===== config.mk =====
export PLATFORM = sky130hd
export DESIGN_NAME = e203_dtcm_icb2sram
export DESIGN_NICKNAME = d
export VERILOG_FILES = /design/src/rtl/e203_dtcm_icb2sram_pkg.sv /design/src/rtl/e203_dtcm_icb2sram_chk.sv /design/src/rtl/e203_dtcm_rsp_fifo.sv /design/src/rtl/e203_dtcm_icb2sram.sv
export SDC_FILE = /design/constraint.sdc
export NUM_CORES = 1
export LEC_CHECK = 0
export ABC_AREA = 1
export BUFFER_PORTS_ARGS = -buffer_cell sky130_fd_sc_hd__buf_2
export CAP_MARGIN = 40
export CORE_MARGIN = 8
export CORE_UTILIZATION = 30
export DETAILED_ROUTE_END_ITERATION = 10
export GPL_TIMING_DRIVEN = 0
export PLACE_DENSITY = 0.55
export SLEW_MARGIN = 0
export SYNTH_ARGS = -nofsm -noshare
export SYNTH_HDL_FRONTEND = slang
export SYNTH_SLANG_ARGS = --single-unit

===== constraint.sdc =====
create_clock -name clk -period 1.6 [get_ports clk]
set_clock_uncertainty 0.05 [all_clocks]
set_input_delay 0.08 -clock clk [delete_from_list [all_inputs] [get_ports clk]]
set_output_delay 0.08 -clock clk [all_outputs]
set_load 0.05 [all_outputs]

===== src/rtl/e203_dtcm_icb2sram_pkg.sv =====
// ---------------------------------------------------------------------------
// e203_dtcm_icb2sram_pkg
// Shared DTCM geometry (SRAM word address / data / mask widths, ICB address
// width) and the light-sleep idle threshold. e203_dtcm_ctrl instantiates the
// bridge with these values. It also holds a helper that sizes counters.
// ---------------------------------------------------------------------------
package e203_dtcm_icb2sram_pkg;

  localparam int E203_DTCM_RAM_AW     = 12;
  localparam int E203_DTCM_RAM_DW     = 32;
  localparam int E203_DTCM_RAM_MW     = 4;
  localparam int E203_DTCM_ADDR_WIDTH = 16;
  localparam int E203_DTCM_LS_IDLE    = 16;

  // Bits needed to hold values 0..max_val (minimum 1).
  function automatic int cnt_width(input int max_val);
    int w;
    w = 32'sd1;
    for (int i = 1; i < 31; i++) begin
      if ((32'sd1 <<< i) <= max_val) begin
        w = i + 32'sd1;
      end
    end
    return w;
  endfunction

endpackage


===== src/rtl/e203_dtcm_icb2sram_chk.sv =====
// ---------------------------------------------------------------------------
// e203_dtcm_icb2sram_chk
// Simulation checks for the bridge's response bookkeeping. The credit limit
// rules out a FIFO overflow, and these assertions make any slip visible.
// Ports: i_clk/i_rst_n; i_push/i_pop/i_fifo_full/i_fifo_cnt come from the
// response FIFO; i_cred is the outstanding-response credit.
// ---------------------------------------------------------------------------
module e203_dtcm_icb2sram_chk (
  input logic       i_clk,
  input logic       i_rst_n,
  input logic       i_push,
  input logic       i_pop,
  input logic       i_fifo_full,
  input logic [1:0] i_fifo_cnt,
  input logic [1:0] i_cred
);

  a_no_overflow: assert property (@(posedge i_clk) disable iff (!i_rst_n)
    !(i_push && i_fifo_full && !i_pop));

  a_cred_max: assert property (@(posedge i_clk) disable iff (!i_rst_n)
    i_cred <= 2'd2);

  a_fifo_within_cred: assert property (@(posedge i_clk) disable iff (!i_rst_n)
    i_fifo_cnt <= i_cred);

endmodule


===== src/rtl/e203_dtcm_rsp_fifo.sv =====
// ---------------------------------------------------------------------------
// e203_dtcm_rsp_fifo
// Two-entry {err, rdata} response FIFO. Push and pop may happen in the same
// cycle, including when it is full.
// Ports: i_clk/i_rst_n clock and async active-low reset; i_push with
// i_push_err/i_push_data write an entry; i_pop drops the head;
// o_head_err/o_head_data show the head; o_count/o_nonempty/o_full give
// the occupancy.
// ---------------------------------------------------------------------------
module e203_dtcm_rsp_fifo #(
  parameter int DW = 32
) (
  input  logic          i_clk,
  input  logic          i_rst_n,
  input  logic          i_push,
  input  logic          i_push_err,
  input  logic [DW-1:0] i_push_data,
  input  logic          i_pop,
  output logic          o_head_err,
  output logic [DW-1:0] o_head_data,
  output logic [1:0]    o_count,
  output logic          o_nonempty,
  output logic          o_full
);

  logic [1:0]         r_err;
  logic [1:0][DW-1:0] r_data;
  logic               r_wptr;
  logic               r_rptr;
  logic [1:0]         r_cnt;
  logic               w_do_pop;
  logic               w_do_push;

  assign w_do_pop  = i_pop & (r_cnt != 2'd0);
  // If a pop frees a slot in this cycle, a push into a full FIFO is allowed.
  assign w_do_push = i_push & ((r_cnt != 2'd2) | w_do_pop);

  // Entry storage and the write pointer
  always_ff @(posedge i_clk or negedge i_rst_n) begin
    if (!i_rst_n) begin
      r_err  <= 2'b00;
      r_data <= '0;
      r_wptr <= 1'b0;
    end else if (w_do_push) begin
      r_err[r_wptr]  <= i_push_err;
      r_data[r_wptr] <= i_push_data;
      r_wptr         <= ~r_wptr;
    end else begin
      r_wptr <= r_wptr;
    end
  end

  // Read pointer and the occupancy count
  always_ff @(posedge i_clk or negedge i_rst_n) begin
    if (!i_rst_n) begin
      r_rptr <= 1'b0;
      r_cnt  <= 2'd0;
    end else begin
      if (w_do_pop) begin
        r_rptr <= ~r_rptr;
      end
      case ({w_do_push, w_do_pop})
        2'b10:   r_cnt <= r_cnt + 2'd1;
        2'b01:   r_cnt <= r_cnt - 2'd1;
        default: r_cnt <= r_cnt;
      endcase
    end
  end

  assign o_head_err  = r_err[r_rptr];
  assign o_head_data = r_data[r_rptr];
  assign o_count     = r_cnt;
  assign o_nonempty  = (r_cnt != 2'd0);
  assign o_full      = (r_cnt == 2'd2);

endmodule


===== src/rtl/e203_dtcm_icb2sram.sv =====
// ---------------------------------------------------------------------------
// e203_dtcm_icb2sram
// Connects the DTCM ICB arbiter to the e203_dtcm_ram SRAM macro. An accepted
// command becomes a single-cycle SRAM strobe. Responses come back in command
// order. They bypass straight from the pending stage or, under backpressure,
// pass through a 2-entry FIFO. The bridge also puts the SRAM into light
// sleep after LS_IDLE idle cycles.
// Ports:
//   clk, rst_n           clock, async active-low reset
//   icb_cmd_*            command channel (valid/ready, byte addr, read, wdata, wmask)
//   icb_rsp_*            response channel (valid/ready, err, rdata)
//   ram_cs/we/addr/wem/din, ram_dout   SRAM port (dout valid the cycle after cs)
//   ram_sd, ram_ds, ram_ls             SRAM power controls
//   idle                 nothing outstanding and no command presented
// ---------------------------------------------------------------------------
module e203_dtcm_icb2sram
  import e203_dtcm_icb2sram_pkg::*;
#(
  parameter int RAM_AW  = E203_DTCM_RAM_AW,
  parameter int RAM_DW  = E203_DTCM_RAM_DW,
  parameter int RAM_MW  = E203_DTCM_RAM_MW,
  parameter int CMD_AW  = E203_DTCM_ADDR_WIDTH,
  parameter int LS_IDLE = E203_DTCM_LS_IDLE
) (
  input  logic              clk,
  input  logic              rst_n,
  input  logic              icb_cmd_valid,
  output logic              icb_cmd_ready,
  input  logic [CMD_AW-1:0] icb_cmd_addr,
  input  logic              icb_cmd_read,
  input  logic [RAM_DW-1:0] icb_cmd_wdata,
  input  logic [RAM_MW-1:0] icb_cmd_wmask,
  output logic              icb_rsp_valid,
  input  logic              icb_rsp_ready,
  output logic              icb_rsp_err,
  output logic [RAM_DW-1:0] icb_rsp_rdata,
  output logic              ram_cs,
  output logic              ram_we,
  output logic [RAM_AW-1:0] ram_addr,
  output logic [RAM_MW-1:0] ram_wem,
  output logic [RAM_DW-1:0] ram_din,
  input  logic [RAM_DW-1:0] ram_dout,
  output logic              ram_sd,
  output logic              ram_ds,
  output logic              ram_ls,
  output logic              idle
);

  localparam int              CW     = cnt_width(LS_IDLE);
  localparam logic [CW-1:0]   LS_MAX = CW'(LS_IDLE);
  localparam bit              LS_EN  = (LS_IDLE > 0);
  localparam logic [CW-1:0]   LS_ARM = (LS_IDLE > 0) ? CW'(LS_IDLE - 1) : '0;

  logic [1:0]        r_cred;
  logic              r_pend_vld;
  logic              r_pend_read;
  logic              r_pend_err;
  logic              r_ram_ls;
  logic [CW-1:0]     r_idle_cnt;

  logic              w_cmd_ready;
  logic              w_cmd_hs;
  logic              w_rsp_hs;
  logic              w_range_err;
  logic              w_idle;
  logic [RAM_DW-1:0] w_pend_rdata;
  logic              w_push;
  logic              w_pop;
  logic              w_fifo_ne;
  logic              w_fifo_full;
  logic [1:0]        w_fifo_cnt;
  logic              w_head_err;
  logic [RAM_DW-1:0] w_head_data;
  logic              w_rsp_err;
  logic [RAM_DW-1:0] w_rsp_rdata;
  logic              w_unused_addr;

  // Byte-lane bits of the address carry no meaning for word accesses.
  assign w_unused_addr = ^icb_cmd_addr[1:0];

  generate
    if (CMD_AW > RAM_AW + 2) begin : g_range
      assign w_range_err = |icb_cmd_addr[CMD_AW-1:RAM_AW+2];
    end else begin : g_no_range
      assign w_range_err = 1'b0;
    end
  endgenerate

  // icb_cmd_ready is built only from registered state, so it never depends on icb_rsp_ready.
  assign w_cmd_ready = (r_cred < 2'd2) & ~r_ram_ls;
  assign w_cmd_hs    = icb_cmd_valid & w_cmd_ready;
  assign w_rsp_hs    = icb_rsp_valid & icb_rsp_ready;
  assign w_idle      = (r_cred == 2'd0) & ~icb_cmd_valid;

  assign icb_cmd_ready = w_cmd_ready;
  assign idle          = w_idle;

  // SRAM strobe
  assign ram_cs   = w_cmd_hs & ~w_range_err;
  assign ram_we   = ~icb_cmd_read;
  assign ram_addr = icb_cmd_addr[RAM_AW+1:2];
  assign ram_wem  = icb_cmd_wmask & {RAM_MW{ram_we}};
  assign ram_din  = icb_cmd_wdata;
  assign ram_sd   = 1'b0;
  assign ram_ds   = 1'b0;
  assign ram_ls   = r_ram_ls;

  // Outstanding-response credit: +1 per accepted command, -1 per delivered response
  always_ff @(posedge clk or negedge rst_n) begin
    if (!rst_n) begin
      r_cred <= 2'd0;
    end else if (w_cmd_hs && !w_rsp_hs) begin
      r_cred <= r_cred + 2'd1;
    end else if (!w_cmd_hs && w_rsp_hs) begin
      r_cred <= r_cred - 2'd1;
    end else begin
      r_cred <= r_cred;
    end
  end

  // Pending stage: the command accepted in the previous cycle, while the SRAM produces its data
  always_ff @(posedge clk or negedge rst_n) begin
    if (!rst_n) begin
      r_pend_vld  <= 1'b0;
      r_pend_read <= 1'b0;
      r_pend_err  <= 1'b0;
    end else begin
      r_pend_vld <= w_cmd_hs;
      if (w_cmd_hs) begin
        r_pend_read <= icb_cmd_read;
        r_pend_err  <= w_range_err;
      end
    end
  end

  // ram_dout is valid only in the cycle after cs, so the pending entry is captured then or never.
  assign w_pend_rdata = (r_pend_read & ~r_pend_err) ? ram_dout : {RAM_DW{1'b0}};
  assign w_push       = r_pend_vld & (w_fifo_ne | ~icb_rsp_ready);
  assign w_pop        = w_fifo_ne & icb_rsp_ready;

  e203_dtcm_rsp_fifo #(
    .DW (RAM_DW)
  ) u_rsp_fifo (
    .i_clk       (clk),
    .i_rst_n     (rst_n),
    .i_push      (w_push),
    .i_push_err  (r_pend_err),
    .i_push_data (w_pend_rdata),
    .i_pop       (w_pop),
    .o_head_err  (w_head_err),
    .o_head_data (w_head_data),
    .o_count     (w_fifo_cnt),
    .o_nonempty  (w_fifo_ne),
    .o_full      (w_fifo_full)
  );

  // Response select: the FIFO head is older than the pending entry, so it goes first
  always_comb begin
    w_rsp_err   = 1'b0;
    w_rsp_rdata = {RAM_DW{1'b0}};
    if (w_fifo_ne) begin
      w_rsp_err   = w_head_err;
      w_rsp_rdata = w_head_data;
    end else begin
      w_rsp_err   = r_pend_err;
      w_rsp_rdata = w_pend_rdata;
    end
  end

  assign icb_rsp_valid = w_fifo_ne | r_pend_vld;
  assign icb_rsp_err   = w_rsp_err;
  assign icb_rsp_rdata = w_rsp_rdata;

  // Light-sleep control: count idle cycles, sleep at LS_IDLE, wake on a presented command
  always_ff @(posedge clk or negedge rst_n) begin
    if (!rst_n) begin
      r_ram_ls   <= 1'b0;
      r_idle_cnt <= '0;
    end else if (r_ram_ls && icb_cmd_valid) begin
      r_ram_ls   <= 1'b0;
      r_idle_cnt <= '0;
    end else if (w_idle) begin
      if (r_idle_cnt != LS_MAX) begin
        r_idle_cnt <= r_idle_cnt + CW'(1'b1);
      end
      if (LS_EN && (r_idle_cnt == LS_ARM)) begin
        r_ram_ls <= 1'b1;
      end
    end else begin
      r_idle_cnt <= '0;
    end
  end

  e203_dtcm_icb2sram_chk u_chk (
    .i_clk       (clk),
    .i_rst_n     (rst_n),
    .i_push      (w_push),
    .i_pop       (w_pop),
    .i_fifo_full (w_fifo_full),
    .i_fifo_cnt  (w_fifo_cnt),
    .i_cred      (r_cred)
  );

endmodule


* Yosys cells after proc, flatten, opt, wreduce, memory -nomap -nowiden
Index checks and enable logic that the tools add are counted.
** Cells by class
- $add $sub $neg :: 5
- Magnitude comparators :: 4
- Equality and inequality tests :: 6
- Multiplexer cells :: 22
- Bitwise logic cells :: 22
- Reduce and logical (&&, ||, !) cells :: 14
** Operator list (number)
- 2-to-1 mux 32 bit :: 5
- bitwise mux 64 bit :: 1
- demux 32 bit (select 1 bit) :: 1
- 2-to-1 mux 5 bit :: 3
- AND 1 bit :: 10
- nonzero test 2 bit :: 5
- inverter 1 bit :: 8
- 2-to-1 mux 1 bit :: 7
- adder 5 x 1 -> 5 bit, second input constant :: 1
- == test 5 x 4 -> 1 bit, second input constant :: 1
- inequality test 5 bit, second input constant :: 1
- adder 2 x 1 -> 2 bit, second input constant :: 2
- AND 4 bit :: 1
- logical AND 1 bit :: 4
- less-than comparator 1 x 2 -> 1 bit, second input constant :: 2
- 2-to-1 mux 2 bit :: 2
- case mux 2 bit (2 select lines) :: 1
- subtractor 2 x 1 -> 2 bit, second input constant :: 2
- inequality test 3 x 1 -> 1 bit, second input constant :: 1
- bitwise OR 1 bit :: 3
- bitwise mux 2 bit :: 1
- == test 2 x 1 -> 1 bit, second input constant :: 1
- == test 2 bit, second input constant :: 1
- logical NOT 1 bit :: 2
- 7 further kinds :: 7
** Storage, ports and cells
- Flip-flop bits (word level) :: 81
- Output and inout bits :: 89
- Word-level logic and storage cells :: 85

* Logic depth before layout (Yosys ltp)
- Word-level depth :: 7
- Depth in mapped cells :: 10

* Hierarchy
Synthesis repeated with hierarchy kept, for this count alone.
** Unflattened totals
- Cell total of the unflattened synthesis :: 734
- Area total of the unflattened synthesis :: 5342.6 um^2
** By module, submodules not included
- e203_dtcm_rsp_fifo :: times used 1, cells each 427, area each 3398.3 um^2
- e203_dtcm_icb2sram :: times used 1, cells each 307, area each 1944.4 um^2

* Least setup slack after synthesis
No wires, ideal clock.
- Path kind :: reg2reg
- Start point :: reg r_ram_ls, in the netlist ram_ls
- End point :: reg r_pend_err
- Data arrival time :: 2757 ps
- Data required time :: 1355 ps
- Path slack :: -1403 ps
- Cell stages (with the launch flop) :: 5
- Buffers on the path :: 0
- Clock period less this slack :: 3003 ps
- Cell sequence :: dfrtp_1 nor2_1 nand2_1 nor3_1 a21oi_1
** On the way
- Word-level cells in the longest chain between the ends :: 3
** RTL lines
- from (decl) :: line e203_dtcm_icb2sram.sv:58 : logic r_ram_ls;
- from (signal assigned) :: line e203_dtcm_icb2sram.sv:177 : r_ram_ls <= 1'b0;
- from (signal assigned) :: line e203_dtcm_icb2sram.sv:180 : r_ram_ls <= 1'b0;
- from (signal assigned) :: line e203_dtcm_icb2sram.sv:187 : r_ram_ls <= 1'b1;
- inverter 1 bit :: line e203_dtcm_icb2sram.sv:90 : assign w_cmd_ready = (r_cred < 2'd2) & ~r_ram_ls;
- AND 1 bit :: line e203_dtcm_icb2sram.sv:90
- via icb_cmd_ready :: line e203_dtcm_icb2sram.sv:28 : output logic icb_cmd_ready,
- AND 1 bit :: line e203_dtcm_icb2sram.sv:91 : assign w_cmd_hs = icb_cmd_valid & w_cmd_ready;
- to (signal assigned) :: line e203_dtcm_icb2sram.sv:131 : r_pend_err <= w_range_err;
- to (decl) :: line e203_dtcm_icb2sram.sv:57 : logic r_pend_err;
The timed path passes the listed nets, and every way through them passes these cells.
A chain may end at the register's enable or synchronous reset.

* Worst setup path in the final report
- Start point :: reg r_pend_err
- End point :: out icb_rsp_rdata[1]
** On the way
- Word-level cells in the longest chain between the ends :: 4
** RTL lines
- inverter 1 bit :: line e203_dtcm_icb2sram.sv:137 : assign w_pend_rdata = (r_pend_read & ~r_pend_err) ? ram_dout : {RAM_DW{1'b0}};
- AND 1 bit :: line e203_dtcm_icb2sram.sv:137
- 2-to-1 mux 32 bit :: line e203_dtcm_icb2sram.sv:137
- 2-to-1 mux 32 bit :: line e203_dtcm_icb2sram.sv:161 : if (w_fifo_ne) begin
- to (decl) :: line e203_dtcm_icb2sram.sv:36 : output logic [RAM_DW-1:0] icb_rsp_rdata,
Every way passes these cells.

==> impl_results.md <==
* Routed vias/inst at 4.66
* Post-placement worst setup slack at -312 ps
* Routability cong. at 0.793
* Number of global-route vias before repair at between 4,000 and 5,000
* DR pass1 iterations at 4
* Crit Path Class: reg -> out
* CTS clk-pin slew, worst paths at roughly 60 ps
* Synth Area in Compound Gates at 0.0612
* Reg area at a little over 2000 um^2
* Area Overhead vs Synth at 56.1%
* Initial DRC Count at ~280
* Headroom to the max-slew limit at 0.574
* Final period utilization at 1.11
* Post-synthesis sequential area ratio at 0.422
* HPWL Detailed at roughly 11 mm
* Post-Synth Adder-Cell Area at 0.0130
* CP Launch Type: flop
* Post-Synth XOR/XNOR Area at 0.0109
* Slew @ Worst Pin at roughly 640 ps
* Num CTS Buffers at 9
* Yosys reg bits at 81
* Die Width at roughly 140 um
* Remaining global-route overflow at 0
* Layout cells sized above 1 at 0.420
* Initial antenna violation count at 0
* Core area at between 15,000 and 20,000 um^2
* Crit end category: output port
* Worst setup startpoint: r_pend_err
* Fmax at ~0.56 GHz
* Std-Cell Rows at between 40 and 50
* Synth top area cells: dfrtp_1, nand2_1, nor2_1
* Port bufs at between 100 and 150
* Avg Inst Size Synth at roughly 7.4 um^2
* Util after Layout at 0.475
* Pwr/cell area at between 1500 and 2000 nW/um^2
* Status: finished with violations
* Max IR drop VDD at approximately 1.3 mV
* Largest family of logic cells by synthesized area: simple AND/OR/NAND/NOR gates
* Vias at ~4,800
* Max-slew violation count at 0
* Max FO, Critical Path at 10
* Top cell type's share of synthesized area at 0.422
* Failing checks: setup timing
* # IOs at 178
* Largest area contributor in the netlist: dfrtp_1
* Leak Pwr at approximately 3.8 nW
* Post-synthesis simple-gate area fraction at 0.332
* Mux contribution to synthesized area at 0
* Starting Density at 0.305
* Largest net degree at the start of global routing at 58
* Global-route wire length before repair at 25.8 mm
* Root Driver: clkbuf_16
* Final ANT Viol Nets at 0
* Full die area at 20,300 um^2
* WP data arrival at 1640 ps
* Netlist Area Pre-Place at roughly 4800 um^2
* Distinct cells, synth at 28
* Post-Route WL at approximately 16 mm
* Final setup viols at 36
* N_diodes at 0
* Post-route DRC at 0
* Max cap viols at 0
* Area post-placement at approximately 6200 um^2
* Filler cell count at around 1,600
* H-tree Lvls at 3
* Worst Setup Slack, final at -173 ps
* HP Class: in -> reg
* TritonCTS clock tree: yes
* Multi-input logic area at ~2800 um^2
* RSZ-0062 raised after global routing: true
* Clock buffer depth at 2
* Synth Instances at 650
* WL per Instance at between 15 and 20 um
* Min Tclk post-route at around 1800 ps
* Reg2reg start: u_rsp_fifo.o_count[1]
* Die Y at roughly 140 um
* Nets@finish at 910
* Synth Warn # at 0
* Fin. Hold Viols at 0
* Critical path data required time at about 1500 ps
* Final Instance Area at ~7500 um^2
* Gr usage total at 0.161
* Worst skew pair latency at ~340 ps
* # clock sinks at 81
* HP Start: icb_cmd_read
==> power by group <==
group / switching [mW] / total [mW] / internal (mW) / leakage (nW)
registers: 0.362 / 2.93 / 2.57 / 1.10
clock network: 0.841 / 1.97 / 1.12 / 0.134
logic: 6.30 / 9.85 / 3.55 / 2.60
total: 7.50 / 14.7 / 7.24 / 3.83
==> sequential cells by signal, summed over array words and instances, names as in the netlist <==
name and cells:
r_pend_vld 1, u_rsp_fifo.r_data 64, r_idle_cnt 5, r_pend_err 1, u_rsp_fifo.r_err 2, u_rsp_fifo.o_count 2
r_cred 2, u_rsp_fifo.r_wptr 1, u_rsp_fifo.r_rptr 1, ram_ls 1, r_pend_read 1
==> synthesized netlist by cell type <==
library cell  count
a21oi_1           4
ha_1              5
nor2_1          112
clkinv_1          1
nor3b_1           1
o31ai_1          32
xnor2_1           2
o21ai_0           4
nand4_2           1
a31oi_1           1
nor3_1            3
conb_1            1
clkbuf_1         16
dfrtp_1          81
inv_2             2
buf_4            46
inv_1            49
a22oi_1           1
nand2_1         180
nor2_2            1
buf_1             3
nand2_2           3
xor2_1            4
nand3_1           3
buf_2            22
buf_6             4
or2_2             1
nand4_1          67
==> layout by cell type, fill, tap and decap left out, drive strengths merged <==
cell,count
buf,224
nand2,183
nor2,113
dfrtp,81
nand4,68
inv,51
o31ai,32
clkbuf,29
ha,5
xor2,4
dlygate4sd3,4
a21oi,4
o21ai,4
nand3,3
nor3,3
clkinv,3
xnor2,2
conb,2
or2,1
a22oi,1
a31oi,1
nor3b,1
clkinvlp,1
==> layer usage <==
| layer | vias to the layer above | wire [um] | track usage |
|---|---|---|---|
| met1 | 2251 | 7010 | 0.205 |
| met2 | 156 | 7810 | 0.264 |
| li1 | 2399 | - | - |
| met3 | 20 | 1020 | 0.0332 |
| met5 | - | 0 | 0 |
| met4 | 0 | 318 | 0.0559 |
==> critical path: stages, from the launching register on <==
cell	delay [ps]
dfrtp_1	400
inv_2	110
nand2_8	110
buf_12	190
nor2_4	120
nand2_1	60
o31ai_1	60
buf_4	240
==> timing repair <==
| item | in CTS | in global routing |
|---|---|---|
| gates cloned | 3 | 0 |
| resized for setup | 213 | 18 |
| hold endpoints to repair | 43 | 0 |
| setup buffers | 14 | 2 |
| pin swaps | 9 | 3 |
| hold buffers | 4 | 0 |
| setup endpoints to repair | 59 | 83 |
==> final timing paths <==
kind | to | slack, ps | depth (start not counted)
worst max register to register | r_cred[1] | -130 | 9
worst min register to register | u_rsp_fifo.r_data[21] | 420 | 2
min in group asynchronous | u_rsp_fifo.r_data[57] | 150 | 2
worst min-delay path | r_pend_read | 30 | 3
worst max-delay path | icb_rsp_rdata[1] | -170 | 7
max in group asynchronous | u_rsp_fifo.o_count[0] | 740 | 3
==> cell families (layout without fill, tap and decap cells) <==
family / Yosys count / in the layout
flip-flops: 81 / 81
XOR/XNOR: 6 / 6
AO/OA/AOI/OAI: 42 / 42
buffers and inverters: 143 / 312
AND/OR/NAND/NOR: 372 / 372
other: 1 / 2
adder cells (fa/ha/maj): 5 / 5
==> through the flow <==
step | hold WS (ps) | power [mW] | std cells | TNS (ps)
after global routing | 64.9 | 15.5 | 1036 | -7440
after detailed placement | -29.0 | 10.8 | 999 | -8440
after global placement | 275 | 10.7 | 996 | -42180
after CTS | 19.1 | 14.7 | 1034 | -5170
final | 25.4 | 14.7 | 1036 | -5120
after floorplan | -266 | 8.95 | 651 | -4010
==> layout make-up <==
cell class                 count  area share
multi-input combinational    427       0.372
clock buffer                  12      0.0342
inverter                      52      0.0284
tap                          216      0.0360
timing repair buffer         155       0.154
buffer                        90       0.101
sequential                    81       0.271
clock inverter                 3     0.00234
No activity file was read; power rests on OpenSTA's default activity.
